===== src/rtl/mem_wb_pipe.sv =====
// mem_wb_pipe
//   MEM->WB pipeline register for the openMIPS core. Carries the GPR,
//   HI/LO and LLbit write-back fields plus a valid bit, honours the ctrl
//   stall vector, exception flush and bubble insertion, and keeps a
//   free-running count of instructions that have entered WB.
//
// Ports
//   clk, rst            clock (rising edge), synchronous active-high reset
//   flush               exception flush; kills the instruction entering WB
//   stall[STALL_W]      ctrl stall vector, bit i=1 holds stage i
//   mem_*               write-back fields presented by the MEM stage
//   wb_*                registered write-back fields seen by WB
//   retire_cnt[CNT_W]   instructions that have entered WB (wraps)
//
// Per-cycle priority: reset, flush (bubble), MEM stalled with WB free
// (bubble), WB stalled (hold), otherwise advance.
module mem_wb_pipe #(
    parameter int DATA_W  = 32,
    parameter int REG_AW  = 5,
    parameter int STALL_W = 6,
    parameter int MEM_IDX = 4,
    parameter int WB_IDX  = 5,
    parameter int CNT_W   = 32
) (
    input  logic               clk,
    input  logic               rst,
    input  logic               flush,
    input  logic [STALL_W-1:0] stall,
    input  logic               mem_valid,
    input  logic [REG_AW-1:0]  mem_wd,
    input  logic               mem_wreg,
    input  logic [DATA_W-1:0]  mem_wdata,
    input  logic               mem_whilo,
    input  logic [DATA_W-1:0]  mem_hi,
    input  logic [DATA_W-1:0]  mem_lo,
    input  logic               mem_llbit_we,
    input  logic               mem_llbit_value,
    output logic               wb_valid,
    output logic [REG_AW-1:0]  wb_wd,
    output logic               wb_wreg,
    output logic [DATA_W-1:0]  wb_wdata,
    output logic               wb_whilo,
    output logic [DATA_W-1:0]  wb_hi,
    output logic [DATA_W-1:0]  wb_lo,
    output logic               wb_llbit_we,
    output logic               wb_llbit_value,
    output logic [CNT_W-1:0]   retire_cnt
);

    // NOP register address written into wb_wd on reset/bubble
    localparam logic [REG_AW-1:0] NOP_REG_ADDR = '0;

    logic w_mem_stall;
    logic w_wb_stall;
    logic w_bubble;
    logic w_hold;

    logic               r_valid;
    logic [REG_AW-1:0]  r_wd;
    logic               r_wreg;
    logic [DATA_W-1:0]  r_wdata;
    logic               r_whilo;
    logic [DATA_W-1:0]  r_hi;
    logic [DATA_W-1:0]  r_lo;
    logic               r_llbit_we;
    logic               r_llbit_value;
    logic [CNT_W-1:0]   r_retire_cnt;

    assign w_mem_stall = stall[MEM_IDX];
    assign w_wb_stall  = stall[WB_IDX];

    // Flush beats any stall. A WB stall without a MEM stall is illegal from
    // ctrl but is treated as a hold so WB is never overwritten while stalled.
    assign w_bubble = flush | (w_mem_stall & ~w_wb_stall);
    assign w_hold   = ~flush & w_wb_stall;

    always_ff @(posedge clk) begin
        if (rst) begin
            r_valid       <= 1'b0;
            r_wd          <= NOP_REG_ADDR;
            r_wreg        <= 1'b0;
            r_wdata       <= '0;
            r_whilo       <= 1'b0;
            r_hi          <= '0;
            r_lo          <= '0;
            r_llbit_we    <= 1'b0;
            r_llbit_value <= 1'b0;
            r_retire_cnt  <= '0;
        end else if (w_bubble) begin
            // retire_cnt deliberately untouched: a bubble retires nothing
            r_valid       <= 1'b0;
            r_wd          <= NOP_REG_ADDR;
            r_wreg        <= 1'b0;
            r_wdata       <= '0;
            r_whilo       <= 1'b0;
            r_hi          <= '0;
            r_lo          <= '0;
            r_llbit_we    <= 1'b0;
            r_llbit_value <= 1'b0;
        end else if (!w_hold) begin
            // Fields copy through even for an invalid slot; only the write
            // enables are gated so nothing is written back from it.
            r_valid       <= mem_valid;
            r_wd          <= mem_wd;
            r_wreg        <= mem_wreg & mem_valid;
            r_wdata       <= mem_wdata;
            r_whilo       <= mem_whilo & mem_valid;
            r_hi          <= mem_hi;
            r_lo          <= mem_lo;
            r_llbit_we    <= mem_llbit_we & mem_valid;
            r_llbit_value <= mem_llbit_value;
            if (mem_valid) begin
                r_retire_cnt <= r_retire_cnt + 1'b1;
            end
        end
    end

    assign wb_valid       = r_valid;
    assign wb_wd          = r_wd;
    assign wb_wreg        = r_wreg;
    assign wb_wdata       = r_wdata;
    assign wb_whilo       = r_whilo;
    assign wb_hi          = r_hi;
    assign wb_lo          = r_lo;
    assign wb_llbit_we    = r_llbit_we;
    assign wb_llbit_value = r_llbit_value;
    assign retire_cnt     = r_retire_cnt;

endmodule


===== config.mk =====
export PLATFORM = sky130hd
export DESIGN_NAME = mem_wb_pipe
export DESIGN_NICKNAME = d
export VERILOG_FILES = /design/src/rtl/mem_wb_pipe.sv
export SDC_FILE = /design/constraint.sdc
export NUM_CORES = 1
export LEC_CHECK = 0
export ABC_CLOCK_PERIOD_IN_PS = 3000
export CAP_MARGIN = 20
export CORE_ASPECT_RATIO = 1.1
export CORE_MARGIN = 2
export CORE_UTILIZATION = 42
export CTS_BUF_LIST = sky130_fd_sc_hd__clkbuf_4 sky130_fd_sc_hd__clkbuf_8
export CTS_CLUSTER_DIAMETER = 50
export DETAILED_ROUTE_END_ITERATION = 6
export GPL_TIMING_DRIVEN = 0
export HOLD_SLACK_MARGIN = 0.05
export PLACE_DENSITY_LB_ADDON = 0.25
export REMOVE_ABC_BUFFERS = 1
export SLEW_MARGIN = 10
export SYNTH_ARGS = -nofsm -noshare
export SYNTH_HDL_FRONTEND = slang
export SYNTH_SLANG_ARGS = --single-unit

===== constraint.sdc =====
create_clock -name clk -period 3 [get_ports clk]
set_input_delay 0.45 -clock clk [delete_from_list [all_inputs] [get_ports clk]]
set_output_delay 0.45 -clock clk [all_outputs]
set_load 0.01 [all_outputs]

==> Word-level counts from Yosys, hierarchy flattened <==
Cells that the tools add are included.
{ "totals": {"out_inout_bits": 138, "wordCells": 23, "ff_bits": 138} }
{ "op_classes": {"n_addsub": 1, "reduce_logical": 2, "n_bitwise": 10} }
{ "op_table": {"columns": ["op", "count"], "rows": [
  ["32-bit by 1-bit adder with 32-bit output, second input constant", 1],
  ["1-bit bitwise AND", 5],
  ["1-bit inverter", 4],
  ["3-bit AND reduction", 1],
  ["2-bit OR reduction", 1],
  ["1-bit OR", 1]
]} }

==> Depth between registers and ports, before layout <==
Gate-level depths: netlist (run 1).
{ "logic_depth": {"depth_word": 5, "ltp_mapped": 7, "depth_no_buf": 5} }

==> Least setup slack after synthesis (run 1) <==
No wires, ideal clock.
{ "synth_timing": {"path_kind": "in2reg", "startpoint": "in stall[5]", "endpoint": "reg r_retire_cnt[23], in the netlist retire_cnt[23]", "arrival_ns": 2.203, "setup_ns": 0.070, "path_slack_ns": 0.726, "cell_stages": 6, "cell_sequence": "or4b_4 > or4_1 > buf_2 > buf_2 > or3_1 > a21oi_1"} }
{ "synth_between": {"elab_chain_cells": 5, "elab_cells_between_ends": 7, "cone_classes": "6 x bitwise; 1 x reduce/logical"} }
{ "synth_rtl": {"columns": ["element", "line", "source"], "rows": [
  ["start: declaration", "28", "input logic [STALL_W-1:0] stall,"],
  ["1-bit inverter", "74", "assign w_bubble = flush | (w_mem_stall & ~w_wb_stall);"],
  ["1-bit bitwise AND", "74", null],
  ["1-bit OR", "74", null],
  ["1-bit inverter (no source line)", null, null],
  ["3-bit AND reduction (no source line) *", null, null],
  ["end signal: assignment", "113", "r_retire_cnt <= r_retire_cnt + 1'b1;"],
  ["end: declaration", "67", "logic [CNT_W-1:0] r_retire_cnt;"]
]} }
Every way passes the cells marked *; elsewhere a longest branch is shown, timed or not.
A chain may end at the register's enable or synchronous reset.

==> Worst setup path in the final report (run 1) <==
{ "layout_timing": {"startpoint": "in stall[5]", "endpoint": "reg r_retire_cnt[31], in the netlist retire_cnt[31]"} }
The elaborated chain is that of the path after synthesis.

==> run metrics, run 1 <==
Synth Area in Compound Gates=0.140; antenna violations before repair=1; vias in the first global route=5342; most frequent cells in the layout=clkdlybuf4s50_1, nand2_1, dfxtp_1, a21oi_1, clkbuf_8; post-synthesis mux area share=0.00876; top sig layer=met5; GRT Total Usage=0.257; Area Growth Syn to Fin=60.4%; # setup viols final=0; layout cell share with drive strength beyond 1=0.0483; Worst Max-Slew Pin Slew=786 ps; crit path max fanout=18; area of the core=0.0120 mm²; most used cell, CP=or4_1; 1st-iter DRT viols=430; Max stage delay cell, worst path=or4_1; post-CTS sizing=0; largest net degree at the start of global routing=59; clock tree from TritonCTS=built; io pins=253; GP Congestion=0.832; Worst EP required=3370 ps; Worst setup EP type=register; Synth Cell Area=0.00514 mm²; Final nets=994; Setup TNS=0 ps; post-route core utilization=0.689; Die Area=0.0131 mm²; sequential share of the synthesized area=0.537; PD cells=475 mW/mm²; Simple-Gate Fraction of Synth Area=0.254; largest family of logic cells by synthesized area=simple AND/OR/NAND/NOR gates; Synth Area per Inst=7.91 µm²; met2 wire length=8.25 mm; Tcrit/Tclk final=0.949; post-synthesis xor/xnor area fraction=0.0187; Mapped Cells=650; peak supply drop=418 µV; Leakage=3.00 nW; first-pass GRT wire length=26.1 mm; Slew HR=0.469; H-tree levels=4; commonest non-fill, non-tap cell in the layout=clkdlybuf4s50_1; total clock sinks=138; CTS Buf Count=17; Starting Density=0.429; synth warn=0; CP cell instances=clkdlybuf4s50_1, or4b_4, or4_1, or4_1, a21oi_1; M1 WL=6.37 mm; final hold viol count=0; HPWL after DPL=12.0 mm; gr ovfl total=0; drt wl/cell=15.8 µm; max-cap viol count=0; latest clock arrival within the worst-skew pair=440 ps; routed via count=5337; Residual DRC=0; Startpoint Class=input pin; Max Freq=351 MHz; Worst Reg-to-Reg Cells=4; slowest stage delay, CP=760 ps; Setup Crit Path Kind=in2reg; root buffer cell=clkbuf_8; Worst-path clk slew=70 ps; Ant. Diodes=0; skew final=7.88 ps; RSZ-0062 raised after global routing=no; Hold WC Path Type=reg2reg; hold path depth=2; fin crit period=2850 ps; clk buf depth=2; Slew Viols, Final=0; Hold Buf Count CTS=0; outcome=finished clean; post-CTS setup buffer count=0; DRT Pass-1 Iters=5; post-synthesis adder-cell area fraction=0.00243; count of different cell masters after synthesis=27; critical path data arrival time=3210 ps; num rows=42; Die Ht=120 µm; antenna-violating nets left=0; wire length on met3=1.54 mm; total wire length=16.5 mm; port bufs=248; Die Wd=110 µm; register bit count reported by yosys=138; detailed-route vias per instance=5.11
-- state kept, by name, summed over array words and instances (netlist names) --
register / count
retire_cnt: 32
wb_valid: 1
wb_wdata: 32
wb_lo: 32
wb_llbit_value: 1
wb_hi: 32
wb_llbit_we: 1
wb_wd: 5
wb_whilo: 1
wb_wreg: 1
-- power breakdown --
part | switching, mW | internal (mW)
clock network | 0.680 | 0.869
registers | 0.0262 | 1.88
logic | 0.197 | 0.265
total | 0.903 | 3.01
-- cell type report --
class                           count  area, µm²
Clock buffer                       22        278
Inverter                            5       18.8
Multi-Input combinational cell    460       2210
Timing Repair Buffer              256       2670
Sequential cell                   138       2760
Clock inverter                      9        123
Tap cell                          154        193
Fill cell                         953       3730
-- synthesized netlist by cell type --
cell	instances	share of area
nand2b_1	1	0.0012
or3_1	9	0.011
nor2_1	16	0.012
xor2_1	2	0.0034
buf_1	9	0.0066
nor3_1	7	0.0068
nor4b_1	1	0.0017
dfxtp_1	138	0.54
mux2_1	4	0.0088
ha_1	1	0.0024
o31ai_1	8	0.012
o21ai_1	2	0.0019
nor2b_1	5	0.0061
or4b_4	1	0.0027
nand2_1	223	0.16
nand4_1	8	0.0097
nand3_1	14	0.014
or4_1	12	0.018
and3_1	1	0.0012
a21oi_1	123	0.12
o21ai_0	7	0.0068
buf_2	2	0.0019
xnor2_1	9	0.015
clkbuf_1	36	0.026
and4_1	2	0.0034
nor4_1	4	0.0049
inv_1	5	0.0037
-- stage by stage --
| step | instance area (µm²) | hold slack [ps] | total power, mW | worst slack (ps) | instances |
|---|---|---|---|---|---|
| floorplan | 4960 | 476 | 2.09 | -1280 | 603 |
| global placement | 7640 | 438 | 2.39 | -3850 | 1005 |
| detailed placement | 7850 | 444 | 2.41 | -304 | 1013 |
| CTS | 8250 | 452 | 3.95 | 173 | 1044 |
| global route | 8250 | 467 | 4.07 | 63.1 | 1044 |
| finish | 8250 | 451 | 3.92 | 153 | 1044 |
-- critical path, delay by kind of cell --
| family | cells | cell delay (ps) |
|---|---|---|
| AND/OR/NAND/NOR | 3 | 2030 |
| buffers and inverters | 1 | 570 |
| AO/OA/AOI/OAI | 1 | 170 |
-- final timing paths --
kind / from / to / slack, ps
min reg2reg: wb_hi[17]$_SDFFE_PP0N_ / wb_hi[17]$_SDFFE_PP0N_ / 450
max reg2reg: retire_cnt[13]$_SDFFE_PP0P_ / retire_cnt[31]$_SDFFE_PP0P_ / 760
min: wb_hi[17]$_SDFFE_PP0N_ / wb_hi[17]$_SDFFE_PP0N_ / 450
max: stall[5] / retire_cnt[31]$_SDFFE_PP0P_ / 150
-- kinds of logic after synthesis --
group	Yosys count
buffers and inverters	52
xor gates and xnor gates	11
and+or+nand+nor	304
muxes	4
DFF	138
AOI/OAI and AO/OA	140
adders and majority gates	1
-- metal layers --
layer  up-vias  track usage
met5         -            0
met4         2       0.0878
met3        24        0.115
met2       199        0.434
met1      2489        0.283
li1       2623            -
Note: power is estimated with default switching activity, not from simulation.
==> run 2, diff against run 1 <==
--- a/config.mk
+++ b/config.mk
@@ -5,11 +5,11 @@
 export SDC_FILE = /design/constraint.sdc
 export NUM_CORES = 1
 export LEC_CHECK = 0
-export ABC_CLOCK_PERIOD_IN_PS = 3000
+export ABC_CLOCK_PERIOD_IN_PS = 2600
 export CAP_MARGIN = 20
 export CORE_ASPECT_RATIO = 1.1
 export CORE_MARGIN = 2
-export CORE_UTILIZATION = 42
+export CORE_UTILIZATION = 38
 export CTS_BUF_LIST = sky130_fd_sc_hd__clkbuf_4 sky130_fd_sc_hd__clkbuf_8
 export CTS_CLUSTER_DIAMETER = 50
 export DETAILED_ROUTE_END_ITERATION = 6
@@ -17,7 +17,9 @@
 export HOLD_SLACK_MARGIN = 0.05
 export PLACE_DENSITY_LB_ADDON = 0.25
 export REMOVE_ABC_BUFFERS = 1
+export SETUP_SLACK_MARGIN = 0.15
 export SLEW_MARGIN = 10
 export SYNTH_ARGS = -nofsm -noshare
 export SYNTH_HDL_FRONTEND = slang
 export SYNTH_SLANG_ARGS = --single-unit
+export TNS_END_PERCENT = 10
==> constraint.sdc (replaced) <==
create_clock -name clk -period 2.6 [get_ports clk]
set_input_delay 0.39 -clock clk [delete_from_list [all_inputs] [get_ports clk]]
set_output_delay 0.39 -clock clk [all_outputs]
set_load 0.01 [all_outputs]
==> run 2 against run 1 <==
  * Cell area unchanged
  * Count of clock-buffer cells in the layout increased by 2
  * Setup slack better by 19 ps
  * Highest routed layer is now met4
  * Flip-flop and latch count is the same
  * Critical path depth unchanged
  * Via count fell by 0.60%
  * Register-to-register slack worse by 370 ps
  * Critical path type unchanged
  * Clock skew barely moved
  * Clock power about the same
  * Global-route usage down 3.7 points
==> run metrics, run 2 (same netlist as run 1, synthesis figures left out) <==
met3 Use GR=0.105 (-0.00977); drt wl/cell=15.2 µm (-3.7%); Worst setup EP type=register; 1st-iter DRT viols=361 (-16%); antenna violations before repair=0 (-1); Hold WC Path Type=reg2reg; area of the core=0.0132 mm² (+10%); GP Congestion=0.783 (-5.9%); HPWL after DPL=11.8 mm (-1.5%); Die Area=0.0145 mm² (+10%); Die Wd=115 µm (+4.9%); largest net degree at the start of global routing=75 (+27%); fin crit period=2430 ps; Tcrit/Tclk final=0.934; Worst-path clk slew=70 ps (about the same); PD cells=520 mW/mm² (+9.6%); total clock sinks=138 (unchanged); clk buf depth=2 (unchanged); RSZ-0062 raised after global routing=yes; # fillers=1144 (+20%); Setup Crit Path Kind=in2reg; hold slack=450 ps (-0.450 ps); H-tree levels=4 (unchanged); CP cell instances=clkdlybuf4s50_1, or4b_4, or4_1, nor3_1, mux2_1; dpl ws=-639 ps (-335 ps); Leakage=3.01 nW (+0.32%); Slew HR=0.483 (+0.0143); vias in the first global route=5144 (-3.7%); CTS Buf Count=17 (unchanged); DRT Pass-1 Iters=4 (-1); Residual DRC=0 (unchanged); Startpoint Class=input pin; grt met1 use=0.239 (-0.0437); delay-heaviest family, CP=simple AND/OR/NAND/NOR gates; routed via count=5305 (-0.60%); root buffer cell=clkbuf_8; layer with the highest usage=met2; Ant. Diodes=0 (unchanged); Final WS setup=172 ps (+19.4 ps); skew final=8.22 ps (+0.343 ps); io pins=253 (unchanged); detailed-route vias per instance=5.05 (-1.3%); first-pass GRT wire length=25.2 mm (-3.5%); commonest non-fill, non-tap cell in the layout=clkdlybuf4s50_1; crit path max fanout=9 (-9); port bufs=248 (unchanged); final hold viol count=0 (unchanged); antenna-violating nets left=0 (unchanged); GRT Total Usage=0.220 (-0.0371); buffers and inverters on the worst path=1 (unchanged); max-cap viol count=0 (unchanged); M2 GR Usage=0.364 (-0.0693); Worst Max-Slew Pin Slew=765 ps (-21.2 ps); most frequent cells in the layout=clkdlybuf4s50_1, nand2_1, dfxtp_1, a21oi_1, clkbuf_8; num rows=44 (+4.8%); Slew Viols, Final=0 (unchanged); Starting Density=0.389 (-0.0400); Final nets=997 (+0.30%); total wire length=16.0 mm (-3.1%); Max Freq=412 MHz; gr ovfl total=0 (unchanged); dpl cell area=0.00789 mm² (+0.46%); # setup viols final=0 (unchanged); critical path data arrival time=2750 ps (-460 ps); Worst EP required=2920 ps (-450 ps); latest clock arrival within the worst-skew pair=430 ps (about the same); clock tree from TritonCTS=built; outcome=finished clean; Area Growth Syn to Fin=60.4% (unchanged); Die Ht=126 µm (+5.0%); design area=0.00825 mm² (unchanged); slowest stage delay, CP=660 ps (-100 ps); Max stage delay cell, worst path=or4_1; peak supply drop=328 µV (-22%); layout cell share with drive strength beyond 1=0.0494 (+0.00112); post-route core utilization=0.624 (-0.0642)
==> run 2: cell types whose count changed in the layout (fill, tap and decap cells not counted), sizes merged <==
cell,change
clkinv,-2
clkinvlp,-1
dlymetal6s2s,+1
clkdlybuf4s50,-2
dlygate4sd2,+1
clkbuf,+2
bufinv,-2
buf,+3
==> run 2: worst register-to-register path, cell delays in order, from the launching register on <==
cell and delay (ps):
dfxtp_1 450, nand4_1 300, or4_1 770, nor3_1 240, mux2_1 340
==> run 2: metrics by stage <==
stage / instances / power [mW] / TNS [ps]
floorplan: 603 / 2.42 / -171370
global placement: 1012 / 2.76 / -442650
detailed placement: 1021 / 2.78 / -8850
CTS: 1051 / 4.35 / 0
global route: 1051 / 4.48 / 0
finish: 1051 / 4.29 / 0
==> run 2: final cells by class <==
| class | count | area (µm²) | share of cell area |
|---|---|---|---|
| sequential | 138 | 2760 | 0.335 |
| tap | 161 | 201 | 0.0244 |
| clock buffer | 24 | 299 | 0.0362 |
| clock inverter | 4 | 45.0 | 0.00546 |
| inverter | 5 | 18.8 | 0.00227 |
| multi-input combinational | 460 | 2210 | 0.268 |
| timing repair buffer | 259 | 2710 | 0.329 |
==> run 2: what timing repair did <==
item,CTS,global route
endpoints found under the setup margin,16,7
gates resized for setup,2,1
hold buffers,0,0
buffers inserted,2,0
pin swaps,1,1
==> run 2: where the power goes <==
group	internal [mW]	switching [mW]
registers	2.17	0.0304
logic	0.310	0.223
clock network	0.833	0.726
total	3.31	0.979
==> run 2: worst paths after layout <==
check | endpoint | depth (start not counted) | start | slack (ps)
worst max-delay path | retire_cnt[22]$_SDFFE_PP0P_ | 5 | mem_valid | 170
worst min-delay path | wb_wdata[12]$_SDFFE_PP0N_ | 2 | wb_wdata[12]$_SDFFE_PP0N_ | 450
worst max register to register | retire_cnt[22]$_SDFFE_PP0P_ | 4 | retire_cnt[3]$_SDFFE_PP0P_ | 390
worst min register to register | wb_wdata[12]$_SDFFE_PP0N_ | 2 | wb_wdata[12]$_SDFFE_PP0N_ | 450
==> run 2: layer usage <==
metal | share of wire | routed length (µm) | vias to the layer above
met5 | 0 | 0 | -
met4 | 0.026 | 420 | 0
met3 | 0.10 | 1610 | 27
met2 | 0.49 | 7810 | 195
met1 | 0.38 | 6130 | 2457
li1 | - | - | 2626
==> run 3, diff against run 2 <==
--- a/config.mk
+++ b/config.mk
@@ -5,7 +5,7 @@
 export SDC_FILE = /design/constraint.sdc
 export NUM_CORES = 1
 export LEC_CHECK = 0
-export ABC_CLOCK_PERIOD_IN_PS = 2600
+export ABC_CLOCK_PERIOD_IN_PS = 2050
 export CAP_MARGIN = 20
 export CORE_ASPECT_RATIO = 1.1
 export CORE_MARGIN = 2
==> constraint.sdc (replaced) <==
create_clock -name clk -period 2.05 [get_ports clk]
set_input_delay 0.3075 -clock clk [delete_from_list [all_inputs] [get_ports clk]]
set_output_delay 0.3075 -clock clk [all_outputs]
set_load 0.01 [all_outputs]
==> run 3 against run 2 <==
  * Flip-flop and latch count unchanged
  * Routed wire length increased by 3.5%
  * Setup slack got worse by 51 ps
  * Worst hold slack got worse by 160 ps
  * Non-clock buffer count increased by 11
  * Cell area increased by 1.9%
  * Cell count increased by 1.2%
  * Via count increased by 2.3%
  * Count of clock-buffer cells in the layout unchanged
  * Die area unchanged
==> run metrics, run 3 (same netlist as run 1, synthesis figures left out) <==
outcome=finished clean; fin crit period=1930 ps; CTS Buf Count=17 (unchanged); port bufs=248 (unchanged); vias in the first global route=5283 (+2.7%); Slew HR=0.450 (-0.0328); Area Growth Syn to Fin=63.5%; Starting Density=0.389 (unchanged); total clock sinks=138 (unchanged); final hold viol count=0 (unchanged); H-tree levels=4 (unchanged); design area=0.00841 mm² (+1.9%); skew final=9.21 ps (+0.987 ps); GRT Total Usage=0.228 (+0.00860); latest clock arrival within the worst-skew pair=430 ps (about the same); drt wl/cell=15.5 µm (+2.2%); PD cells=647 mW/mm² (+24%); dpl cell area=0.00789 mm² (unchanged); commonest non-fill, non-tap cell in the layout=clkdlybuf4s50_1; RSZ-0062 raised after global routing=yes; Startpoint Class=register; Max Freq=519 MHz; layout cell share with drive strength beyond 1=0.0897 (+0.0403); GP Congestion=0.783 (unchanged); clk buf depth=2 (unchanged); num rows=44 (unchanged); routed via count=5429 (+2.3%); io pins=253 (unchanged); Worst EP required=2410 ps (-510 ps); root buffer cell=clkbuf_8; crit path max fanout=6 (-3); Final nets=1010 (+1.3%); critical path data arrival time=2290 ps (-460 ps); first-pass GRT wire length=26.1 mm (+3.8%); Tcrit/Tclk final=0.941; Die Area=0.0145 mm² (unchanged); peak supply drop=417 µV (+27%); Setup Crit Path Kind=reg2reg; Hold WC Path Type=in2reg; # fillers=1119 (-2.2%); Die Wd=115 µm (unchanged); most frequent cells in the layout=clkdlybuf4s50_1, nand2_1, a21oi_1, dfxtp_1, clkbuf_8; Leakage=3.07 nW (+2.1%); Worst-path clk slew=70 ps (about the same); Ant. Diodes=0 (unchanged); Setup TNS=0 ps (unchanged); 1st-iter DRT viols=427 (+18%); clock tree from TritonCTS=built; Residual DRC=0 (unchanged); post-route core utilization=0.636 (+0.0119); max-cap viol count=0 (unchanged); largest net degree at the start of global routing=75 (unchanged); fin cells=1064 (+1.2%); gr ovfl total=0 (unchanged); Worst Max-Slew Pin Slew=813 ps (+48.5 ps); Die Ht=126 µm (unchanged); Worst setup EP type=register; DRT Pass-1 Iters=4 (unchanged); antenna-violating nets left=0 (unchanged); HPWL after DPL=11.8 mm (unchanged); Slew Viols, Final=0 (unchanged); total wire length=16.5 mm (+3.5%); area of the core=0.0132 mm² (unchanged); detailed-route vias per instance=5.10 (+1.1%); # setup viols final=0 (unchanged); Cells after DPL=1021 (unchanged); antenna violations before repair=0 (unchanged); Hold Buf Count CTS=0 (unchanged)
run 3: changes by cell type in the layout (fill, tap and decap cells not counted), sizes merged:
| cell | previous run | this run |
|---|---|---|
| clkdlybuf4s50 | 246 | 243 |
| dlygate4sd2 | 1 | 0 |
| buf | 11 | 23 |
| clkdlybuf4s15 | 0 | 3 |
| or4 | 12 | 14 |
run 3: power breakdown:
| part | internal, mW | switching, mW | leakage [nW] |
|---|---|---|---|
| logic | 0.392 | 0.284 | 1.76 |
| clock network | 1.06 | 0.920 | 0.185 |
| registers | 2.75 | 0.0392 | 1.13 |
run 3: final timing paths:
| path | startpoint | to | slack [ps] | cells after the start |
|---|---|---|---|---|
| min reg2reg | wb_wdata[12]$_SDFFE_PP0N_ | wb_wdata[12]$_SDFFE_PP0N_ | 450 | 2 |
| max | retire_cnt[19]$_SDFFE_PP0P_ | retire_cnt[28]$_SDFFE_PP0P_ | 120 | 5 |
| max reg2reg | retire_cnt[19]$_SDFFE_PP0P_ | retire_cnt[28]$_SDFFE_PP0P_ | 120 | 5 |
| min | mem_valid | wb_whilo$_SDFFE_PP0N_ | 290 | 3 |
run 3: timing repair:
item	CTS	global route
cloned	2	0
buffers inserted	12	1
resized for setup	38	3
pin swaps	12	4
setup endpoints to repair	20	38
run 3: metal layers:
layer | GRT usage | vias to the layer above | share of wire
li1 | - | 2654 | -
met4 | 0.0928 | 0 | 0.027
met2 | 0.385 | 227 | 0.50
met1 | 0.247 | 2519 | 0.37
met3 | 0.103 | 29 | 0.10
met5 | 0 | - | 0
run 3: area by class of cell:
cell class,instances,area (µm²),share of cell area
Timing Repair Buffer,270,2790,0.332
Sequential cell,138,2790,0.331
Multi-Input combinational cell,462,2260,0.269
Clock buffer,24,299,0.0356
Tap cell,161,201,0.0240
Clock inverter,4,45.0,0.00536
Inverter,5,18.8,0.00223
run 3: worst max-delay path, cell delays in order, from the launching register on:
cell and delay (ps):
dfxtp_4 370, nand4_1 180, buf_4 200, or4_4 530, or4_1 430, a21oi_1 150
run 3: stage by stage:
stage	setup WS (ps)	total power, mW	hold WS [ps]
finish	122	5.44	288
global route	54.5	5.68	284
CTS	140	5.51	247
detailed placement	-1110	3.53	445
global placement	-4640	3.49	438
floorplan	-2080	3.07	377
